## src/rtl/pacman_collision_ctrl_if.sv

```systemverilog
// Bus between the game top level and the collision controller: sprite positions in, HUD/ghost status out.
// Build option GHOST_HIT_ID_EN adds the hit_ghost_id status field.
interface pacman_collision_ctrl_if;
    logic       hasMoved;
    logic [9:0] pacmanX;
    logic [9:0] pacmanY;
    logic [9:0] ghost_redX;
    logic [9:0] ghost_redY;
    logic [9:0] ghost_greenX;
    logic [9:0] ghost_greenY;
    logic [9:0] ghost_aquaX;
    logic [9:0] ghost_aquaY;
    logic       isDefeated;
    logic [1:0] lives;
    logic       respawn_req;
    logic       game_over;
`ifdef GHOST_HIT_ID_EN
    logic [1:0] hit_ghost_id;
`endif

    // Game top level: supplies positions, consumes status.
    modport master (
        output hasMoved, pacmanX, pacmanY,
        output ghost_redX, ghost_redY, ghost_greenX, ghost_greenY, ghost_aquaX, ghost_aquaY,
        input  isDefeated, lives, respawn_req, game_over
`ifdef GHOST_HIT_ID_EN
        , input hit_ghost_id
`endif
    );

    // Collision controller: consumes positions, drives status.
    modport slave (
        input  hasMoved, pacmanX, pacmanY,
        input  ghost_redX, ghost_redY, ghost_greenX, ghost_greenY, ghost_aquaX, ghost_aquaY,
        output isDefeated, lives, respawn_req, game_over
`ifdef GHOST_HIT_ID_EN
        , output hit_ghost_id
`endif
    );
endinterface

```

## src/rtl/pacman_collision_ctrl.sv

```systemverilog
// Pac-Man vs ghost collision detector and life/freeze/respawn FSM, one update per frame_clk edge.
// Build option GHOST_HIT_ID_EN records which ghost caused the last catch (1=red, 2=green, 3=aqua).
module pacman_collision_ctrl #(
    parameter int HIT_DIST      = 8,
    parameter int FREEZE_FRAMES = 60,
    parameter int LIVES_INIT    = 3
) (
    input  logic                    frame_clk,
    input  logic                    Reset,
    pacman_collision_ctrl_if.slave  bus
);

    localparam int CNT_W = (FREEZE_FRAMES > 1) ? $clog2(FREEZE_FRAMES) : 1;

    typedef enum logic [2:0] {
        S_IDLE,
        S_PLAY,
        S_HIT,
        S_RESPAWN,
        S_OVER
    } state_t;

    // Distances are taken as true signed differences so a sprite at the far edge
    // never aliases onto one at the near edge.
    function automatic logic [10:0] abs_diff(input logic [9:0] a, input logic [9:0] b);
        logic signed [10:0] d;
        d = $signed({1'b0, a}) - $signed({1'b0, b});
        return d[10] ? 11'(-d) : 11'(d);
    endfunction

    function automatic logic near(input logic [9:0] px, input logic [9:0] py,
                                  input logic [9:0] gx, input logic [9:0] gy);
        return (abs_diff(px, gx) < 11'(HIT_DIST)) && (abs_diff(py, gy) < 11'(HIT_DIST));
    endfunction

    state_t           state_q, state_d;
    logic [1:0]       lives_q, lives_d;
    logic [CNT_W-1:0] freeze_cnt_q, freeze_cnt_d;

    logic hit_red, hit_green, hit_aqua, any_hit;

    assign hit_red   = near(bus.pacmanX, bus.pacmanY, bus.ghost_redX,   bus.ghost_redY);
    assign hit_green = near(bus.pacmanX, bus.pacmanY, bus.ghost_greenX, bus.ghost_greenY);
    assign hit_aqua  = near(bus.pacmanX, bus.pacmanY, bus.ghost_aquaX,  bus.ghost_aquaY);
    assign any_hit   = hit_red | hit_green | hit_aqua;

`ifdef GHOST_HIT_ID_EN
    logic [1:0] hit_id_q, hit_id_d;
    logic [1:0] first_hit_id;

    always_comb begin
        if (hit_red)        first_hit_id = 2'd1;
        else if (hit_green) first_hit_id = 2'd2;
        else if (hit_aqua)  first_hit_id = 2'd3;
        else                first_hit_id = 2'd0;
    end
`endif

    // NOTE: every variable is given a default before the case so no path leaves it
    // unassigned; otherwise synthesis would infer a latch to hold the old value.
    always_comb begin
        state_d      = state_q;
        lives_d      = lives_q;
        freeze_cnt_d = freeze_cnt_q;
`ifdef GHOST_HIT_ID_EN
        hit_id_d     = hit_id_q;
`endif
        case (state_q)
            S_IDLE: begin
                if (bus.hasMoved) state_d = S_PLAY;
            end
            S_PLAY: begin
                if (any_hit) begin
                    state_d      = S_HIT;
                    lives_d      = (lives_q == 2'd0) ? 2'd0 : lives_q - 2'd1;
                    freeze_cnt_d = CNT_W'(FREEZE_FRAMES - 1);
`ifdef GHOST_HIT_ID_EN
                    hit_id_d     = first_hit_id;
`endif
                end
            end
            S_HIT: begin
                if (freeze_cnt_q == '0) begin
                    state_d = (lives_q == 2'd0) ? S_OVER : S_RESPAWN;
                end else begin
                    freeze_cnt_d = freeze_cnt_q - CNT_W'(1);
                end
            end
            S_RESPAWN: state_d = S_IDLE;
            S_OVER:    state_d = S_OVER;
            default:   state_d = S_IDLE;
        endcase
    end

    // NOTE: Reset is synchronous and checked first, so it overrides HIT and OVER
    // on the very edge it is sampled; state uses non-blocking assignments so all
    // flops update together from the values computed before the edge.
    always_ff @(posedge frame_clk) begin
        if (Reset) begin
            state_q      <= S_IDLE;
            lives_q      <= 2'(LIVES_INIT);
            freeze_cnt_q <= '0;
        end else begin
            state_q      <= state_d;
            lives_q      <= lives_d;
            freeze_cnt_q <= freeze_cnt_d;
        end
    end

`ifdef GHOST_HIT_ID_EN
    always_ff @(posedge frame_clk) begin
        if (Reset) hit_id_q <= 2'd0;
        else       hit_id_q <= hit_id_d;
    end

    assign bus.hit_ghost_id = hit_id_q;
`endif

    // Outputs are decoded from the registered state only.
    assign bus.isDefeated  = (state_q == S_HIT) || (state_q == S_OVER);
    assign bus.respawn_req = (state_q == S_RESPAWN);
    assign bus.game_over   = (state_q == S_OVER);
    assign bus.lives       = lives_q;

endmodule

```

## src/flat_wrapper.sv

```systemverilog
// flat-port wrapper written by rule: the top's interface ports become plain ports
module pacman_collision_ctrl_flat 
#(
    parameter int HIT_DIST      = 8,
    parameter int FREEZE_FRAMES = 60,
    parameter int LIVES_INIT    = 3
)
  (frame_clk, Reset, bus_hasMoved, bus_pacmanX, bus_pacmanY, bus_ghost_redX, bus_ghost_redY, bus_ghost_greenX, bus_ghost_greenY, bus_ghost_aquaX, bus_ghost_aquaY, bus_isDefeated, bus_lives, bus_respawn_req, bus_game_over);
  pacman_collision_ctrl_if bus_i ();
  input  logic frame_clk;
  input  logic Reset;
  input wire logic [$bits(bus_i.hasMoved)-1:0] bus_hasMoved;
  input wire logic [$bits(bus_i.pacmanX)-1:0] bus_pacmanX;
  input wire logic [$bits(bus_i.pacmanY)-1:0] bus_pacmanY;
  input wire logic [$bits(bus_i.ghost_redX)-1:0] bus_ghost_redX;
  input wire logic [$bits(bus_i.ghost_redY)-1:0] bus_ghost_redY;
  input wire logic [$bits(bus_i.ghost_greenX)-1:0] bus_ghost_greenX;
  input wire logic [$bits(bus_i.ghost_greenY)-1:0] bus_ghost_greenY;
  input wire logic [$bits(bus_i.ghost_aquaX)-1:0] bus_ghost_aquaX;
  input wire logic [$bits(bus_i.ghost_aquaY)-1:0] bus_ghost_aquaY;
  output wire logic [$bits(bus_i.isDefeated)-1:0] bus_isDefeated;
  output wire logic [$bits(bus_i.lives)-1:0] bus_lives;
  output wire logic [$bits(bus_i.respawn_req)-1:0] bus_respawn_req;
  output wire logic [$bits(bus_i.game_over)-1:0] bus_game_over;
  assign bus_i.hasMoved = bus_hasMoved;
  assign bus_i.pacmanX = bus_pacmanX;
  assign bus_i.pacmanY = bus_pacmanY;
  assign bus_i.ghost_redX = bus_ghost_redX;
  assign bus_i.ghost_redY = bus_ghost_redY;
  assign bus_i.ghost_greenX = bus_ghost_greenX;
  assign bus_i.ghost_greenY = bus_ghost_greenY;
  assign bus_i.ghost_aquaX = bus_ghost_aquaX;
  assign bus_i.ghost_aquaY = bus_ghost_aquaY;
  assign bus_isDefeated = bus_i.isDefeated;
  assign bus_lives = bus_i.lives;
  assign bus_respawn_req = bus_i.respawn_req;
  assign bus_game_over = bus_i.game_over;
  pacman_collision_ctrl #(.HIT_DIST(HIT_DIST), .FREEZE_FRAMES(FREEZE_FRAMES), .LIVES_INIT(LIVES_INIT)) u_core (.frame_clk(frame_clk), .Reset(Reset), .bus(bus_i));
endmodule
```

## config.mk

```make
export PLATFORM = sky130hd
export DESIGN_NAME = pacman_collision_ctrl_flat
export DESIGN_NICKNAME = d
export VERILOG_FILES = /design/src/rtl/pacman_collision_ctrl_if.sv /design/src/rtl/pacman_collision_ctrl.sv /design/src/flat_wrapper.sv
export SDC_FILE = /design/constraint.sdc
export NUM_CORES = 1
export LEC_CHECK = 0
export ABC_AREA = 1
export BUFFER_PORTS_ARGS = -buffer_cell sky130_fd_sc_hd__buf_4
export CORE_UTILIZATION = 47
export CTS_CLUSTER_DIAMETER = 60
export CTS_CLUSTER_SIZE = 10
export DETAILED_ROUTE_END_ITERATION = 10
export PLACE_DENSITY = 0.78
export SKIP_LAST_GASP = 1
export SYNTH_ARGS = -nofsm -noshare
export SYNTH_HDL_FRONTEND = slang
export SYNTH_SLANG_ARGS = --single-unit
```

## constraint.sdc

```tcl
create_clock -name frame_clk -period 5.1 [get_ports frame_clk]
set_input_delay 1.02 -clock frame_clk [delete_from_list [all_inputs] [get_ports frame_clk]]
set_output_delay 1.02 -clock frame_clk [all_outputs]
set_load 0.1 [all_outputs]
```

==> results.yml, run 1 <==
worst_setup_path:
  crit_path_start_kind: "primary input"
  path_common_cell: "nor2_1"
  crit_path_cell_trace: "buf_4, inv_1, ha_1, inv_1, fa_1, inv_1, nor2_1, nor2_1, nand3_1, nor2_1, a21oi_1, nand3_1, nor2_1, nand2_1, nand4_2, nand2_1, nand2_1, a21oi_1"
  slowest_stage: "nor2_1"
  end_kind: "flip-flop"
  max_stage_delay_ns: 0.54
  startpoint: "bus_pacmanX[0]"
  crit_arrival_ns: 3.85
  path_class: "primary input to flip-flop"
  required_ns: 5.27
  timing.rr.start: "u_core.state_q[1]"
  cp_max_fo: 12
  r2r_cells: 7
synth:
  synth_compound_area_frac: 0.0622
  synth_edf_count: 0
  yosysWarnings: 0
  yosysSeqAreaShare: 0.0410
  yosysTopAreaCell: "nand2_1"
  synthAdderAreaFrac: 0.167
  yosys.area_share.xor_xnor: 0.0114
  syn_inst: 1073
  synthSimpleGateAreaFrac: 0.552
  synth_top_family_by_area: "simple AND/OR/NAND/NOR gates"
  synth_cell_types: 35
  synthMuxAreaShare: 0
  ys_ff_latch: 11
  syn_avg_cell_area_um2: 5.01
  synthFlopType: "dfxtp_1"
  synth_nets: 1224
  synthArstFlopShare: 0
  synth.area.top_cells: "nand2_1 28%, inv_1 16%, ha_1 14%"
  netlist.area_leader.share: 0.279
  synth_area_mm2: 0.00537
detailed_routing:
  drt_iter0_markers: 329
  routed_wl_um: 13300
  vias_per_cell: 4.82
  ant_nets: 0
  vias: 6270
  route.detailed.drc: 0
  route.detailed.wl_per_inst_um: 10.2
  firstDrtPassIters: 4
place:
  place.gp.congestion: 0.884
  dpl_worst_slack_ns: 1.14
  place_inst: 1297
  port_buffers: 87
  hpwlAfterDp_um: 11600
  place_area_mm2: 0.00617
clocking:
  cts_buffer_depth: 2
  numCtsBuffers: 3
  clk_pin_slew_ns: 0.04
  clkSinkCount: 11
  cts_hold_buffers: 0
  clock-root-buffer: "clkbuf_16"
  clock_latency_ns: 0.24
  htree_levels: 1
  cts_resized: 0
  cts_setup_buffers: 0
  cts_tree: "yes"
layout:
  fin_nets: 1313
  drive_gt1_frac: 0.108
  seq_area_um2: 220
  area_growth_pct: 16.4
  fillers: 1166
  layout_commonest_cell: "nand2_1"
  multi_input_comb_area_mm2: 0.00426
  final_area_mm2: 0.00625
  most-common-layout-cells: "399 x nand2_1, 222 x inv_1, 141 x nand3_1"
  diodes: 0
  layout.cells.non_filler: 1301
die:
  io_pins: 88
  die_h_um: 109
  die_area_mm2: 0.0119
  start_util: 0.489
  rows: 38
  fp.dieW_um: 109
  core_mm2: 0.0110
hold_path:
  min_from: "u_core.freeze_cnt_q[1]"
  hold_class: "flip-flop to flip-flop"
  hold_path_depth: 2
timing:
  hold_violations: 0
  period_share: 0.722
  tightest_slew_ns: 0.787
  setup_tns_ns: 0
  fmax_ghz: 0.271
  setup_viol_count_final: 0
  rsz0062_at_grt: "no"
  drv_slew: 0
  slew_headroom: 0.471
  layout_setup_ws_ns: 1.42
  layout_min_cycle_time_ns: 3.68
  skew_ns: 0.00150
global_route:
  grt_pass1_wl_um: 23300
  overflow: 0
  antenna_found_initial: 0
  grt_max_degree: 13
  grt_usage: 0.236
  grt_pass1_vias: 5624
power_and_ir_drop:
  ir_worst_vdd_mv: 0.126
  cellLeakagePower_nw: 3.99
  pwr_density_cell_mw_per_mm2: 196
  finalPower_mw: 1.23
job:
  maxCapViolations: 0
outcome:
  status: "complete, no violations"
-- flip-flops by register name (all words and copies together) (netlist names) --
signal and count:
u_core.freeze_cnt_q 6, u_core.bus.lives 2, u_core.state_q 3
-- cell type report --
cell class / instances / area share
Multi-Input combinational cell: 828 / 0.681
Inverter: 231 / 0.139
Timing Repair Buffer: 87 / 0.104
Sequential cell: 11 / 0.0352
Tap cell: 140 / 0.0280
Clock buffer: 4 / 0.0126
-- per-layer routing --
metal | GRT usage | wire length [um] | vias up
met5 | 0 | 0 | -
met4 | 0.0357 | 116 | 0
met3 | 0.00897 | 474 | 8
met2 | 0.428 | 6010 | 129
met1 | 0.313 | 6710 | 2636
li1 | - | - | 3497
-- Yosys cell counts (9+ instances only) --
library cell and n:
a21oi_1 37, dfxtp_1 11, ha_1 62, inv_1 222, inv_2 9, nand2_1 399
nand2_2 9, nand3_1 141, nand3b_1 15, nor2_1 98, o21ai_0 11
-- cells by family (layout without fill, tap and decap cells) --
group,count (synthesis),count (layout)
adder cells (fa/ha/maj),68,68
XOR/XNOR,7,7
buffers and inverters,234,322
AO/OA/AOI/OAI,61,61
AND/OR/NAND/NOR,692,692
flip-flops,11,11
-- power by group --
| group | internal, mW | switching (mW) | leakage (nW) |
|---|---|---|---|
| sequential | 0.115 | 0.0207 | 0.0900 |
| combinational | 0.349 | 0.601 | 3.86 |
| clock | 0.105 | 0.0374 | 0.0382 |
| total | 0.569 | 0.659 | 3.99 |
-- final timing paths --
path / slack [ns] / end
setup / recovery: 1.42 / u_core.freeze_cnt_q[2]
hold / removal: 0.48 / u_core.freeze_cnt_q[1]
setup reg to reg: 3.17 / u_core.freeze_cnt_q[2]
hold reg to reg: 0.48 / u_core.freeze_cnt_q[1]
-- per-stage QoR --
step	util	hold WS, ns
floorplan	-	0.452
global placement	0.562	0.463
detailed placement	0.562	0.473
CTS	0.569	0.482
global route	0.569	0.504
finish	0.569	0.480
-- worst max-delay path: cells and delay by family --
family | cells | cell delay, ns
simple gates | 10 | 1.68
fa+ha+maj | 2 | 0.60
buf+inv | 4 | 0.34
compound gates | 2 | 0.20
No activity file was read; power rests on OpenSTA's default activity.
==> run 2, diff against run 1 <==
- PLACE_DENSITY: 0.78 -> 0.81
- clock period: 5.1 -> 3.1 ns (I/O delays scaled with it)
==> results.yml, run 2 (same netlist as run 1, synthesis figures left out) <==
place:
  place_area_mm2: 0.00638
  place.gp.congestion: 0.869
  hpwlAfterDp_um: 12000
  port_buffers: 87
die:
  rows: 38
  start_util: 0.489
  fp.dieW_um: 109
  die_area_mm2: 0.0119
  core_mm2: 0.0110
  die_h_um: 109
  io_pins: 88
worst_setup_path:
  r2r-end: "u_core.freeze_cnt_q[2]"
  required_ns: 3.27
  r2r_cells: 7
  cp_max_fo: 8
  crit_arrival_ns: 3.09
  end_kind: "flip-flop"
  path_class: "primary input to flip-flop"
  crit_path_start_kind: "primary input"
  rrSetupSlack_ns: 1.31
  timing.rr.start: "u_core.state_q[0]"
clocking:
  clkSinkCount: 11
  clock_latency_ns: 0.24
  cts_hold_buffers: 0
  htree_levels: 1
  clock-root-buffer: "clkbuf_16"
  numCtsBuffers: 3
  cts_buffer_depth: 2
  clk_pin_slew_ns: 0.04
  cts_tree: "yes"
timing:
  fmax_ghz: 0.342
  hold_violations: 0
  skew_ns: 0.00526
  drv_slew: 0
  period_share: 0.942
  setup_viol_count_final: 0
  layout_min_cycle_time_ns: 2.92
  tightest_slew_ns: 0.698
  slew_headroom: 0.531
global_route:
  grt_max_degree: 13
  grt_pass1_vias: 5677
  antenna_found_initial: 0
  overflow: 0
  grt_pass1_wl_um: 23500
  grt_usage: 0.238
detailed_routing:
  vias: 6504
  routed_wl_um: 13900
  drt_iter0_markers: 293
  firstDrtPassIters: 4
  route.detailed.wl_per_inst_um: 10.4
  vias_per_cell: 4.88
  route.detailed.drc: 0
  ant_nets: 0
power_and_ir_drop:
  p_switching_mw: 1.13
  cellLeakagePower_nw: 4.15
  switching_share: 0.525
  clockPowerShare: 0.109
  pwr-share-comb: 0.786
  p_int_mw: 1.03
  ir_worst_vdd_mv: 0.235
  pwr-share-seq: 0.105
  pwr_density_cell_mw_per_mm2: 327
  finalPower_mw: 2.16
hold_path:
  min_from: "u_core.freeze_cnt_q[1]"
  hold_end: "u_core.freeze_cnt_q[1]"
  hold_class: "flip-flop to flip-flop"
  hold_path_depth: 2
layout:
  fillers: 1145
  fin_util: 0.602
  layout_commonest_cell: "nand2_1"
  diodes: 0
  top_register: "u_core.freeze_cnt_q"
  area_growth_pct: 23.0
  drive_gt1_frac: 0.161
  most-common-layout-cells: "390 x nand2_1, 218 x inv_1, 139 x nand3_1"
  fin_nets: 1345
  largest_reg_flops: 6
  final_area_mm2: 0.00661
job:
  maxCapViolations: 0
outcome:
  status: "complete, no violations"
run 2: changes by cell type in the layout (fill, tap and decap cells not counted), sizes merged:
cell	delta
buf	+32
clkinv	+1
inv	-1
run 2: power by group through the flow:
stage	Combinational (mW)	Sequential [mW]	Clock, mW
finish	1.70	0.227	0.235
floorplan	1.22	0.219	0
global route	1.94	0.230	0.245
detailed placement	1.61	0.228	0
global placement	1.58	0.227	0
CTS	1.62	0.226	0.236
run 2: critical path: stages:
cell and delay [ns]:
buf_4 0.11, ha_1 0.18, inv_1 0.08, fa_2 0.43, inv_1 0.06, nand2_1 0.07, nor2_2 0.13, buf_4 0.15
nand3_4 0.09, nor2_4 0.14, nand4_1 0.12, nand2_1 0.09, nand2_1 0.04, nand2_1 0.05, inv_1 0.04, nor2_1 0.11
nand2_2 0.10, nand4_4 0.13, buf_6 0.14, nand3_1 0.06, a21oi_1 0.15
run 2: worst max path at each step:
stage	startpoint	endpoint	slack, ns	cells after the start
final	bus_ghost_redY[0]	u_core.freeze_cnt_q[4]	0.18	21
after global routing	bus_pacmanY[0]	u_core.freeze_cnt_q[2]	-0.07	22
after CTS	bus_pacmanY[0]	u_core.freeze_cnt_q[2]	0.05	23
after detailed placement	bus_pacmanX[0]	u_core.freeze_cnt_q[5]	-0.17	20
after global placement	bus_pacmanY[0]	u_core.freeze_cnt_q[5]	-0.09	23
after floorplan	u_core.state_q[0]	bus_respawn_req	0.009	2
run 2: repair_timing:
action                     in CTS  in global routing
setup endpoints to repair       0                 11
gates resized for setup         0                 42
setup buffers                   0                  5
run 2: cell type report:
| class | count | area [um2] | share of cell area |
|---|---|---|---|
| clock buffer | 4 | 78.8 | 0.0119 |
| tap | 140 | 175 | 0.0265 |
| inverter | 231 | 872 | 0.132 |
| multi-input combinational | 828 | 4360 | 0.660 |
| timing repair buffer | 119 | 897 | 0.136 |
| sequential | 11 | 220 | 0.0333 |
run 2: stage by stage:
stage / worst slack, ns / TNS [ns] / instances / hold slack, ns
after floorplan: 0.00943 / 0 / 1073 / 0.452
after global placement: -0.0881 / -0.604 / 1324 / 0.470
after detailed placement: -0.171 / -1.37 / 1324 / 0.477
after CTS: 0.0537 / 0 / 1328 / 0.482
after global routing: -0.0681 / -0.305 / 1333 / 0.500
final: 0.180 / 0 / 1333 / 0.481
run 2: layer usage:
layer	wire length (um)	global-route usage
met4	227	0.0502
met3	572	0.00897
met5	0	0
met1	6710	0.317
met2	6380	0.422
